## config.mk

```make
export PLATFORM = sky130hd
export DESIGN_NAME = extend_pipe
export DESIGN_NICKNAME = d
export VERILOG_FILES = /design/src/rtl/extend_pipe.sv
export SDC_FILE = /design/constraint.sdc
export NUM_CORES = 1
export LEC_CHECK = 0
export CAP_MARGIN = 40
export CELL_PAD_IN_SITES_DETAIL_PLACEMENT = 0
export CELL_PAD_IN_SITES_GLOBAL_PLACEMENT = 1
export CORE_AREA = 4 4 142 144
export CTS_BUF_LIST = sky130_fd_sc_hd__clkbuf_4 sky130_fd_sc_hd__clkbuf_8
export DETAILED_ROUTE_END_ITERATION = 10
export DIE_AREA = 0 0 146 148
export PLACE_DENSITY = 0.95
export SLEW_MARGIN = 40
export SYNTH_ARGS = -nofsm -noshare
export SYNTH_HDL_FRONTEND = slang
export SYNTH_SLANG_ARGS = --single-unit
```

## constraint.sdc

```tcl
create_clock -name clk -period 8.65 [get_ports clk]
set_input_delay 1.73 -clock clk [delete_from_list [all_inputs] [get_ports clk]]
set_output_delay 1.73 -clock clk [all_outputs]
set_load 0.05 [all_outputs]
```

## src/rtl/extend_pipe.sv

```systemverilog
// extend_pipe: zero/sign/byte/half/upper extender feeding a DEPTH-entry FIFO.
// Each accepted word is extended at push time and stored with an error flag.
// Optional feature macro: EXT_CNT_EN adds a saturating 16-bit err_cnt output.
module extend_pipe #(
  parameter int IN_WIDTH  = 16,
  parameter int OUT_WIDTH = 32,
  parameter int DEPTH     = 4,
  localparam int OFF_W    = ($clog2(IN_WIDTH/8) > 1) ? $clog2(IN_WIDTH/8) : 1,
  localparam int LVL_W    = $clog2(DEPTH) + 1
) (
  input  logic                 clk,
  input  logic                 rst_n,
  input  logic                 in_valid,
  output logic                 in_ready,
  input  logic [IN_WIDTH-1:0]  in_data,
  input  logic [2:0]           in_mode,
  input  logic [OFF_W-1:0]     in_off,
  output logic                 out_valid,
  input  logic                 out_ready,
  output logic [OUT_WIDTH-1:0] out_data,
  output logic                 out_err,
`ifdef EXT_CNT_EN
  output logic [15:0]          err_cnt,
`endif
  output logic [LVL_W-1:0]     level
);

  localparam int PTR_W  = $clog2(DEPTH);
  localparam int NBYTES = IN_WIDTH / 8;
  localparam int NOFF   = 1 << OFF_W;

  // Offsets whose byte lies inside the input word.
  function automatic logic [NOFF-1:0] byte_mask();
    logic [NOFF-1:0] m;
    m = '0;
    for (int i = 0; i < NOFF; i++) m[i] = (i < NBYTES);
    return m;
  endfunction

  // Offsets that are half-aligned and whose half lies inside the input word.
  function automatic logic [NOFF-1:0] half_mask();
    logic [NOFF-1:0] m;
    m = '0;
    for (int i = 0; i < NOFF; i++) m[i] = ((i % 2) == 0) && ((i + 2) <= NBYTES);
    return m;
  endfunction

  localparam logic [NOFF-1:0] BYTE_OK = byte_mask();
  localparam logic [NOFF-1:0] HALF_OK = half_mask();

  logic [OUT_WIDTH:0]   r_mem [DEPTH];
  logic [PTR_W-1:0]     r_wr_ptr;
  logic [PTR_W-1:0]     r_rd_ptr;
  logic [LVL_W-1:0]     r_level;
  logic [OUT_WIDTH-1:0] r_out_data;
  logic                 r_out_err;

  logic                 w_push;
  logic                 w_pop;
  logic [PTR_W-1:0]     w_next_rd;
  logic [LVL_W-1:0]     w_next_level;
  logic [IN_WIDTH-1:0]  w_shifted;
  logic [7:0]           w_byte;
  logic [15:0]          w_half;
  logic [OUT_WIDTH-1:0] w_res;
  logic                 w_err;

  assign in_ready  = (r_level != LVL_W'(DEPTH));
  assign out_valid = (r_level != LVL_W'(0));
  assign out_data  = r_out_data;
  assign out_err   = r_out_err;
  assign level     = r_level;

  assign w_push       = in_valid & in_ready;
  assign w_pop        = out_valid & out_ready;
  assign w_next_rd    = w_pop ? (r_rd_ptr + PTR_W'(1)) : r_rd_ptr;
  assign w_next_level = r_level + LVL_W'(w_push) - LVL_W'(w_pop);

  assign w_shifted = in_data >> {in_off, 3'b000};
  assign w_byte    = w_shifted[7:0];
  assign w_half    = w_shifted[15:0];

  // Extension result and error flag for the word being presented.
  always_comb begin
    w_res = '0;
    w_err = 1'b0;
    case (in_mode)
      3'b000: w_res = OUT_WIDTH'(in_data);
      3'b001: w_res = OUT_WIDTH'($signed(in_data));
      3'b010, 3'b011: begin
        if (BYTE_OK[in_off]) begin
          w_res = in_mode[0] ? OUT_WIDTH'($signed(w_byte)) : OUT_WIDTH'(w_byte);
        end else begin
          w_err = 1'b1;
        end
      end
      3'b100, 3'b101: begin
        if (HALF_OK[in_off]) begin
          w_res = in_mode[0] ? OUT_WIDTH'($signed(w_half)) : OUT_WIDTH'(w_half);
        end else begin
          w_err = 1'b1;
        end
      end
      3'b110:  w_res = OUT_WIDTH'(in_data) << (OUT_WIDTH - IN_WIDTH);
      default: w_err = 1'b1;
    endcase
  end

  // FIFO storage: write the extended entry at the write pointer on push.
  always_ff @(posedge clk or negedge rst_n) begin
    if (!rst_n) begin
      for (int i = 0; i < DEPTH; i++) r_mem[i] <= '0;
    end else if (w_push) begin
      r_mem[r_wr_ptr] <= {w_err, w_res};
    end
  end

  // Pointers and occupancy.
  always_ff @(posedge clk or negedge rst_n) begin
    if (!rst_n) begin
      r_wr_ptr <= '0;
      r_rd_ptr <= '0;
      r_level  <= '0;
    end else begin
      if (w_push) r_wr_ptr <= r_wr_ptr + PTR_W'(1);
      r_rd_ptr <= w_next_rd;
      r_level  <= w_next_level;
    end
  end

  // Registered head: next head entry, or hold the last popped value when draining empty.
  always_ff @(posedge clk or negedge rst_n) begin
    if (!rst_n) begin
      r_out_data <= '0;
      r_out_err  <= 1'b0;
    end else if (w_next_level != LVL_W'(0)) begin
      if (w_push && (w_next_rd == r_wr_ptr)) begin
        r_out_data <= w_res;
        r_out_err  <= w_err;
      end else begin
        r_out_data <= r_mem[w_next_rd][OUT_WIDTH-1:0];
        r_out_err  <= r_mem[w_next_rd][OUT_WIDTH];
      end
    end
  end

`ifdef EXT_CNT_EN
  logic [15:0] r_err_cnt;
  assign err_cnt = r_err_cnt;

  // Saturating count of pushed entries flagged as errors.
  always_ff @(posedge clk or negedge rst_n) begin
    if (!rst_n) begin
      r_err_cnt <= 16'h0000;
    end else if (w_push && w_err && (r_err_cnt != 16'hFFFF)) begin
      r_err_cnt <= r_err_cnt + 16'h0001;
    end
  end
`endif

endmodule

```

* Yosys cells after proc, flatten, opt, wreduce, memory -nomap -nowiden *
Cells that the tools add are included.

operators by class
  add/subtract/negate cells = 4
  equal/unequal tests = 8
  order comparisons = 4
  mux-type cells = 20
  shift operators = 1
  bitwise operators = 4
  reduce and logical (&&, ||, !) cells = 8

operators with widths
  kind                 number
  $mux 32              5
  $pmux 32 s5          1
  $bwmux 132           1
  $mux 33              3
  $bmux 33 s2          1
  $demux 33 s2         1
  $shr 16x4->16        1
  $eq 3x3->1 const B   3
  $eq 3x2->1 const B   2
  $ge 3x3->1 const B   2
  $mux 1               6
  $not 2->3            2
  $reduce_bool 3->1    2
  $add 2x1->2 const B  2
  $reduce_or 2->1      2
  $add 3x1->3          1
  $eq 3x1->1 const B   1
  $logic_not 3->1      1
  $lt 3x1->1 const B   1
  $ne 3x3->1 const B   1
  $pmux 1 s3           1
  $reduce_or 3->1      1
  $sub 3x1->3          1
  $and 1x1->1          2
  4 further kinds      5

storage, ports and cells
  output and inout port bits = 38
  bits of input ports = 24
  register bits = 172
  word-level logic and storage cells = 58

* Longest topological paths before layout *
Gate-level depths: netlist of run 1.

  word-level depth = 8
  gate-level depth with buffers = 16
  gate-level depth less buffers = 12

* Least setup slack after synthesis of run 1 *
No wires, ideal clock.

  kind = input to register
  start = in out_ready
  end = reg r_out_data[16], in the netlist out_data[16]
  setup time = 0.135 ns
  arrival time = 4.677 ns
  setup slack = 3.838 ns
  stages = 15
  required time = 8.515 ns
  buffers on the path = 5
  cells stage by stage = clkbuf_1 > o31ai_4 > inv_2 > clkbuf_1 > clkbuf_1 > ha_1 > inv_1 > ha_1 > fa_1 > xor2_1 > xnor2_1 > nor3_1 > clkbuf_1 > clkbuf_1 > o31ai_1

on the way
  elaborated cells on any way between the ends = 11
  classes of those cells = 1 x add/sub; 1 x eq/ne; 5 x mux; 2 x bitwise; 2 x reduce/logical

RTL lines
  element                 RTL line  source
  start: declaration      19        input logic out_ready,
  $and 1x1->1             75        assign w_pop = out_valid & out_ready;
  $sub 3x1->3             77        assign w_next_level = r_level + LVL_W'(w_push) - LVL_W'(w_pop);
  net w_next_level[2]     61        logic [LVL_W-1:0] w_next_level;
  $reduce_bool 3->1       136       end else if (w_next_level != LVL_W'(0)) begin
  end signal: assignment  138       r_out_data <= w_res;
  end signal: assignment  141       r_out_data <= r_mem[w_next_rd][OUT_WIDTH-1:0];
  end: declaration        55        logic [OUT_WIDTH-1:0] r_out_data;

The timed path passes the listed nets, and every way through them passes these cells. The select of a mux whose other input is x is not followed.
A chain may end at the register's enable or synchronous reset.

* Worst setup path after layout of run 1 *
  start = in out_ready
  end = reg r_out_data[12], in the netlist out_data[12]

The elaborated chain is that of the path after synthesis.

==> results.yml, run 1 <==
status:
  outcome: "finished, final reports clean"
clock_tree:
  cts_buffer_depth: 2
  cts_resized: 0
  cts_tree: "yes"
  cts_hold_buf: 0
  cts_buffers: 17
  clk_latency_ns: 0.47
  cts.sinks: 172
  clk_pin_slew_worst_paths_ns: 0.09
  root_buffer: "clkbuf_8"
  htree_levels: 4
  cts_setup_buffers: 0
sta:
  max_freq_mhz: 190.5
  min_period_ns: 5.250
  hold_viol_final: 0
  finalSetupViolations: 0
  fin_skew_ns: 0.01377
  worst_pin_slew_ns: 0.8346
  rsz0062_at_grt: "no"
  timing.final.crit_share_pct: 60.69
  hold_slack_ns: 0.5030
  slew_headroom_pct: 44.36
  final_max_slew_viol_count: 0
  final.setup.tns_ns: 0
grt:
  antenna_found_initial: 0
  grtUsageTotal_pct: 24.82
  grt_pass1_wl_um: 43120
  grt-ovfl-total: 0
  grt_pass1_vias: 7928
  grt_max_degree: 83
critical_path:
  endpoint_kind: "register"
  critPathLaunchType: "primary input"
  cp.required_ns: 9.01
  path_class: "in -> reg"
  arrival_ns: 5.61
  critical_path.max_fanout: 66
pwr:
  powerDensity_nw_per_um2: 425.7
  peakVddDrop_mv: 0.2188
  p_leak_uw: 0.004273
die:
  ios: 62
  die_width_um: 146
  fp.dieH_um: 148
  die-area_um2: 21610
  start_util_pct: 50.11
  core_um2: 18710
  row_count: 50
drt:
  dr.pass1.iters: 6
  vias: 8417
  wl_um: 26220
  detail-route-antenna-nets: 0
  route.detailed.drc: 0
  drtIter0Drc: 684
  viasPerCell: 6.244
  wire_per_inst_um: 19.45
yosys:
  synthFlopType: "dfrtp_1"
  synth_top_area_share_pct: 45.92
  ys_seq_area_share_pct: 45.92
  post-synth-top-count-cell: "nand2_1"
  ys_types: 44
  ys_warn_count: 0
  synthesis.instances: 1117
  ys_seq_elements: 172
  synth_nets: 1148
  synth_top_cells_by_count: "nand2_1, dfrtp_1, o21ai_0"
  syn_area_um2: 9373
  ys_async_sr_fraction_pct: 100.0
  synth_area_leader_cell: "dfrtp_1"
  synth-edff-count: 0
  synth_area_per_cell_um2: 8.391
  synthTopCellsByArea: "dfrtp_1, nand2_1, o21ai_0"
placed_design:
  dpl.hpwl_um: 14770
  place.port_buffers: 61
  routabilityCongestion: 0.8491
run:
  drv_cap: 0
hold_path:
  hold_path_class: "reg -> reg"
cells_and_area:
  fin_nets: 1132
  final_util_pct: 56.25
  final_layout_size_suffix_gt1_share_pct: 6.014
  diodes: 0
  area_delta_synth_final_pct: 12.25
-- through the flow --
stage	cells	setup WS, ns	instance area, um2	power [uW]
3_5_place_dp	1315	2.987	10010	3795
2_1_floorplan	1117	3.838	9373	3179
6_report	1348	3.400	10520	4479
5_1_grt	1348	3.180	10520	4822
4_1_cts	1347	3.481	10490	4481
3_3_place_gp	1314	3.062	9998	3724
-- critical path, cell delays in order --
cell             delay, ns
clkdlybuf4s50_1       0.46
buf_4                 0.42
o31ai_4               0.15
inv_2                 0.56
ha_1                  0.22
inv_1                 0.04
ha_1                  0.18
fa_1                  0.37
xor2_1                0.16
xnor2_1               0.17
nor3_2                0.13
buf_4                 0.61
a21oi_1               0.09
a22o_1                0.23
-- where the power goes --
group / switching, uW / internal [uW] / total, uW / leakage (uW)
Combinational: 1410 / 847 / 2260 / 0.00182
Clock: 303 / 381 / 685 / 0.000243
Sequential: 339 / 1190 / 1530 / 0.00221
Total: 2060 / 2420 / 4480 / 0.00427
-- sequential cells by signal, indices dropped and copies added (netlist names) --
name and count:
r_rd_ptr 2, r_wr_ptr 2, out_err 1, level 3, r_mem 132, out_data 32
-- area by class of cell --
cell class                 count  area (um2)
clock buffer                  19       255.2
clock inverter                13       221.5
fill                        1717        8184
inverter                       9       33.78
multi-input combinational    821        4632
sequential                   172        4309
tap                          234       292.8
timing repair buffer          80       777.0
-- cells in the final DEF, fill, tap and decap left out, drive strengths merged, types with 19 or more instances in the layout --
cell,n
a21oi,42
o311a,32
o21ai,135
nand3b,33
a211oi,48
buf,19
clkbuf,20
dfrtp,172
a311oi,47
clkdlybuf4s50,60
nand3,35
nand2,350
-- cells by family (layout without fill, tap and decap cells) --
logic type                 after synthesis  after routing  synth area share [%]
AOI/OAI and AO/OA                      368            368                 27.34
DFF                                    172            172                 45.92
and+or+nand+nor                        438            438                 19.90
xor gates and xnor gates                 6              6                0.5607
muxes                                    2              2                0.2269
adders and majority gates                7              7                 1.015
buffers and inverters                  124            121                 5.033
-- path summary, 6_finish.rpt --
kind | start | end | slack [ns] | depth (start not counted)
setup / recovery | out_ready | out_data[12]$_DFFE_PN0P_ | 3.40 | 14
hold / removal | out_data[25]$_DFFE_PN0P_ | out_data[25]$_DFFE_PN0P_ | 0.50 | 2
setup reg to reg | level[1]$_DFF_PN0_ | out_data[12]$_DFFE_PN0P_ | 4.11 | 14
hold reg to reg | out_data[25]$_DFFE_PN0P_ | out_data[25]$_DFFE_PN0P_ | 0.50 | 2
max in group asynchronous | rst_n | r_mem[53]$_DFFE_PN0P_ | 5.68 | 3
min in group asynchronous | rst_n | r_mem[0]$_DFFE_PN0P_ | 1.30 | 1
-- layer usage --
metal / vias up / track usage, % / wire (um)
met5: - / 0 / 0
met4: 0 / 8.608 / 512
met3: 40 / 5.365 / 1743
met2: 285 / 39.59 / 12300
met1: 4099 / 33.83 / 11670
li1: 3993 / - / -
(Power assumes the default switching activity.)
==> run 2, diff against run 1 <==
Settings changed: CORE_AREA 4 4 142 144 to 4 4 155 157, DIE_AREA 0 0 146 148 to 0 0 159 161, PLACE_DENSITY 0.95 to 0.89.
Clock period 8.65 ns to 4.4 ns, I/O delays scaled along.
==> run 2 against run 1 <==
Effect of this change: design area increased by 1.3%; combinational power increased by 100%; via count increased by 0.88%; clock power increased by 77%; worst hold slack got worse by 0.23 ns; total power increased by 96%; worst setup slack got worse by 2.5 ns; wire length increased by 3.8%; register-to-register slack got worse by 3.1 ns; final cell count increased by 4.6%; critical path type is now reg -> out; largest cell class unchanged.
==> results.yml, run 2 (same netlist as run 1, synthesis figures left out) <==
placed_design:
  dpl.hpwl_um: 16420
  place_inst: 1376
  place.port_buffers: 61
  routabilityCongestion: 0.8250
sta:
  final.setup.tns_ns: 0
  fin_skew_ns: 0.01841
  finalSetupViolations: 0
  timing.final.crit_share_pct: 78.41
  slew_headroom_pct: 43.62
  worst_pin_slew_ns: 0.8458
  rsz0062_at_grt: "no"
  final_max_slew_viol_count: 0
  max_freq_mhz: 289.9
  hold_viol_final: 0
  min_period_ns: 3.450
drt:
  dr.pass1.iters: 6
  route.detailed.drc: 0
  wire_per_inst_um: 19.31
  wl_um: 27230
  vias: 8491
  drtIter0Drc: 726
  detail-route-antenna-nets: 0
  viasPerCell: 6.022
grt:
  grtUsageTotal_pct: 21.41
  grt_pass1_wl_um: 44130
  antenna_found_initial: 0
  grt_pass1_vias: 8107
  grt-ovfl-total: 0
  grt_max_degree: 101
die:
  start_util_pct: 41.65
  fp.dieH_um: 161
  die_width_um: 159
  die-area_um2: 25600
  row_count: 55
  ios: 62
  core_um2: 22500
clock_tree:
  cts_resized: 0
  clk_pin_slew_worst_paths_ns: 0.09
  cts_setup_buffers: 0
  htree_levels: 4
  cts_tree: "yes"
  root_buffer: "clkbuf_8"
  cts.sinks: 172
  cts_buffers: 17
  cts_buffer_depth: 2
  cts_hold_buf: 0
  clk_latency_ns: 0.48
critical_path:
  endpoint_kind: "output pin"
  r2r_cells: 15
  critical_path.max_fanout: 30
  path_class: "reg -> out"
  rrSetupSlack_ns: 1.05
  arrival_ns: 2.57
  cp.required_ns: 3.52
  critPathLaunchType: "register"
pwr:
  p_leak_uw: 0.004315
  peakVddDrop_mv: 0.3848
  powerDensity_nw_per_um2: 824.8
cells_and_area:
  final_layout_size_suffix_gt1_share_pct: 6.933
  final_util_pct: 47.35
  final_common_cell: "nand2_1"
  mostFrequentLayoutCells: "nand2_1, dfrtp_1, o21ai_0"
  diodes: 0
  fin_nets: 1143
  final_cell_count_no_fill: 1410
  area_delta_synth_final_pct: 13.67
  max_flop_register: "r_mem"
  n_fill_cell: 2127
  largest_register_ffs: 132
run:
  drv_cap: 0
hold_path:
  hold_path_class: "in -> async"
status:
  outcome: "finished, final reports clean"
-- run 2: path summary, 6_finish.rpt --
path | start | endpoint
min in group clk | out_data[4]$_DFFE_PN0P_ | out_data[4]$_DFFE_PN0P_
worst max-delay path | level[0]$_DFF_PN0_ | out_valid
worst min-delay path | rst_n | r_mem[98]$_DFFE_PN0P_
worst min register to register | out_data[4]$_DFFE_PN0P_ | out_data[4]$_DFFE_PN0P_
max in group asynchronous | rst_n | r_mem[115]$_DFFE_PN0P_
worst max register to register | level[1]$_DFF_PN0_ | out_data[19]$_DFFE_PN0P_
-- run 2: cell type report --
| cell class | instances | area, um2 | area share, % |
|---|---|---|---|
| multi-input cells | 821 | 4627 | 43.43 |
| clock buffers | 20 | 269.0 | 2.525 |
| inverters | 9 | 33.78 | 0.3171 |
| well taps | 285 | 356.6 | 3.347 |
| flip-flops and latches | 172 | 4309 | 40.45 |
| clock inverters | 12 | 161.4 | 1.515 |
| repair buffers | 91 | 897.1 | 8.420 |
-- run 2: power by group --
group          internal, uW  switching [uW]
Clock                   605             604
Combinational          1730            2850
Sequential             2350             650
-- run 2: layer usage --
layer	vias up	GRT usage [%]	part of all wire, %
li1	4016	-	-
met2	303	34.28	46
met3	37	4.414	7.3
met5	-	0	0
met4	0	5.996	1.6
met1	4135	29.73	45
-- run 2: per-stage QoR --
step	hold WS (ns)	setup slack, ns	power, uW	cell area, um2
floorplan	0.4707	0.2217	6250	9373
global placement	0.4815	0.5805	7448	10150
detailed placement	0.4819	0.5250	7584	10160
CTS	0.4728	0.9228	8792	10600
global route	0.2741	0.7961	9494	10650
finish	0.2726	0.9500	8787	10650
-- run 2: worst max-delay path: stages (launching register included) --
cell and delay [ns]:
dfrtp_1 0.59, buf_4 0.51, or3_1 0.20, clkdlybuf4s50_1 0.81
==> run 3, diff against run 2 <==
Settings changed: CORE_AREA 4 4 155 157 to 4 4 147 149, DIE_AREA 0 0 159 161 to 0 0 151 153, PLACE_DENSITY 0.89 to 0.94.
Clock period 4.4 ns to 3.5 ns, I/O delays scaled along.
==> run 3 against run 2 <==
Effect of this change: final cell count decreased by 0.99%; global-route usage up 2.3 points; die area is 9.8% lower; combinational power is 31% higher; critical path depth grew 10; worst setup slack got worse by 0.59 ns; wire length is 2.7% lower; count of clock-buffer cells in the layout down 2; sequential share of layout area decreased by 0.15 points; total power rose by 28%; non-clock buffer count rose by 4; design area rose by 0.47%; critical endpoint is now out_data[23]$_DFFE_PN0P_; largest cell class unchanged.
==> results.yml, run 3 (same netlist as run 1, synthesis figures left out) <==
grt:
  antenna_found_initial: 0
  grtUsageTotal_pct: 23.67
  grt_pass1_wl_um: 43380
  grt_max_degree: 134
  grt_pass1_vias: 8007
  grt-ovfl-total: 0
critical_path:
  r2r_cells: 13
  r2r_start: "level[1]$_DFF_PN0_"
  critical_path.max_fanout: 29
  endpoint_kind: "register"
  cp_num_buf_inv: 4
  cpLargestDelayFamily: "simple AND/OR/NAND/NOR gates"
  arrival_ns: 3.51
  critPathLaunchType: "register"
  cp.required_ns: 3.87
  worst_path_max_delay_cell: "dfrtp_2"
  path_class: "reg -> reg"
  crit_chain: "or3b_4 -> and2_1 -> inv_1 -> ha_1 -> inv_1 -> ha_1 -> fa_1 -> xor2_1 -> xnor2_1 -> nor3_4 -> buf_12 -> buf_12 -> o31ai_1"
  critPathMaxStageDelay_ns: 0.48
  r2r_end: "out_data[23]$_DFFE_PN0P_"
  rrSetupSlack_ns: 0.36
drt:
  drtIter0Drc: 838
  detail-route-antenna-nets: 0
  viasPerCell: 6.094
  wl_um: 26500
  vias: 8507
  wire_per_inst_um: 18.98
  route.detailed.drc: 0
  dr.pass1.iters: 7
sta:
  timing.final.ws_setup_ns: 0.3557
  fin_skew_ns: 0.01222
  rsz0062_at_grt: "no"
  finalSetupViolations: 0
  worst_pin_slew_ns: 0.8440
  final.setup.tns_ns: 0
  final_max_slew_viol_count: 0
  min_period_ns: 3.144
  slew_headroom_pct: 43.74
  max_freq_mhz: 318.0
  timing.final.crit_share_pct: 89.84
  hold_viol_final: 0
cells_and_area:
  final_common_cell: "nand2_1"
  diodes: 0
  n_fill_cell: 1871
  largest_register_ffs: 132
  final_layout_size_suffix_gt1_share_pct: 7.371
  max_flop_register: "r_mem"
  mostFrequentLayoutCells: "nand2_1, dfrtp_1, o21ai_0"
  area_delta_synth_final_pct: 14.20
  fin_nets: 1147
pwr:
  peakVddDrop_mv: 0.5195
  p_leak_uw: 0.004350
  powerDensity_nw_per_um2: 1047
clock_tree:
  cts_buffer_depth: 2
  clk_pin_slew_worst_paths_ns: 0.09
  cts_hold_buf: 0
  htree_levels: 4
  root_buffer: "clkbuf_8"
  cts_tree: "yes"
  cts_buffers: 17
  cts_resized: 0
  clk_latency_ns: 0.47
  cts.sinks: 172
  cts_setup_buffers: 0
die:
  ios: 62
  fp.dieH_um: 153
  die-area_um2: 23100
  start_util_pct: 46.47
  core_um2: 20170
  die_width_um: 151
  row_count: 52
placed_design:
  place.port_buffers: 61
  place_ws_ns: -0.03250
  dpl.hpwl_um: 16240
  routabilityCongestion: 0.8458
hold_path:
  hold_path_class: "in -> async"
run:
  drv_cap: 0
status:
  outcome: "finished, final reports clean"
==> run 3: cell count changes in the layout (fill, tap and decap cells not counted), moves of 2 or more <==
cell | before | now
buf_16 | 2 | 0
buf_12 | 1 | 8
dfrtp_2 | 1 | 4
dfrtp_1 | 170 | 167
==> run 3: final cells by class <==
| type | instances | area [um2] | share of cell area, % |
|---|---|---|---|
| multi-input combinational | 821 | 4632 | 43.27 |
| timing repair buffer | 95 | 970.9 | 9.071 |
| clock buffer | 18 | 247.7 | 2.314 |
| sequential | 172 | 4313 | 40.29 |
| inverter | 9 | 33.78 | 0.3156 |
| tap | 270 | 337.8 | 3.156 |
| clock inverter | 11 | 168.9 | 1.578 |
==> run 3: where the power goes <==
part	switching [uW]	internal (uW)	total, uW
clock	728	786	1510
sequential	753	2960	3710
combinational	3670	2310	5980
==> run 3: routing by layer <==
layer | up-vias | GRT usage, % | wire length (um)
met1 | 4157 | 34.01 | 11840
met5 | - | 0 | 0
li1 | 4017 | - | -
met4 | 0 | 6.736 | 498
met2 | 291 | 36.52 | 12220
met3 | 42 | 4.679 | 1934
==> run 3: through the flow <==
| step | total power [uW] | std cells | utilization, % | area [um2] | hold slack (ns) |
|---|---|---|---|---|---|
| after global placement | 9554 | 1367 | 50.96 | 10280 | 0.4855 |
| after floorplan | 7912 | 1117 | - | 9400 | 0.4044 |
| final | 11210 | 1396 | 53.07 | 10700 | 0.2175 |
| after detailed placement | 9721 | 1367 | 50.98 | 10280 | 0.4920 |
| after global routing | 12080 | 1396 | 53.07 | 10700 | 0.2786 |
| after CTS | 11220 | 1396 | 53.05 | 10700 | 0.2611 |
==> run 3: worst max path at each step <==
stage                               endpoint               start  depth (start not counted)
finish              out_data[23]$_DFFE_PN0P_  level[1]$_DFF_PN0_                         13
global route        out_data[26]$_DFFE_PN0P_  level[1]$_DFF_PN0_                         13
CTS                 out_data[22]$_DFFE_PN0P_  level[1]$_DFF_PN0_                         13
detailed placement  out_data[22]$_DFFE_PN0P_           out_ready                         13
global placement     out_data[9]$_DFFE_PN0P_            in_valid                         13
floorplan           out_data[10]$_DFFE_PN0P_  level[1]$_DFF_PN0_                         15
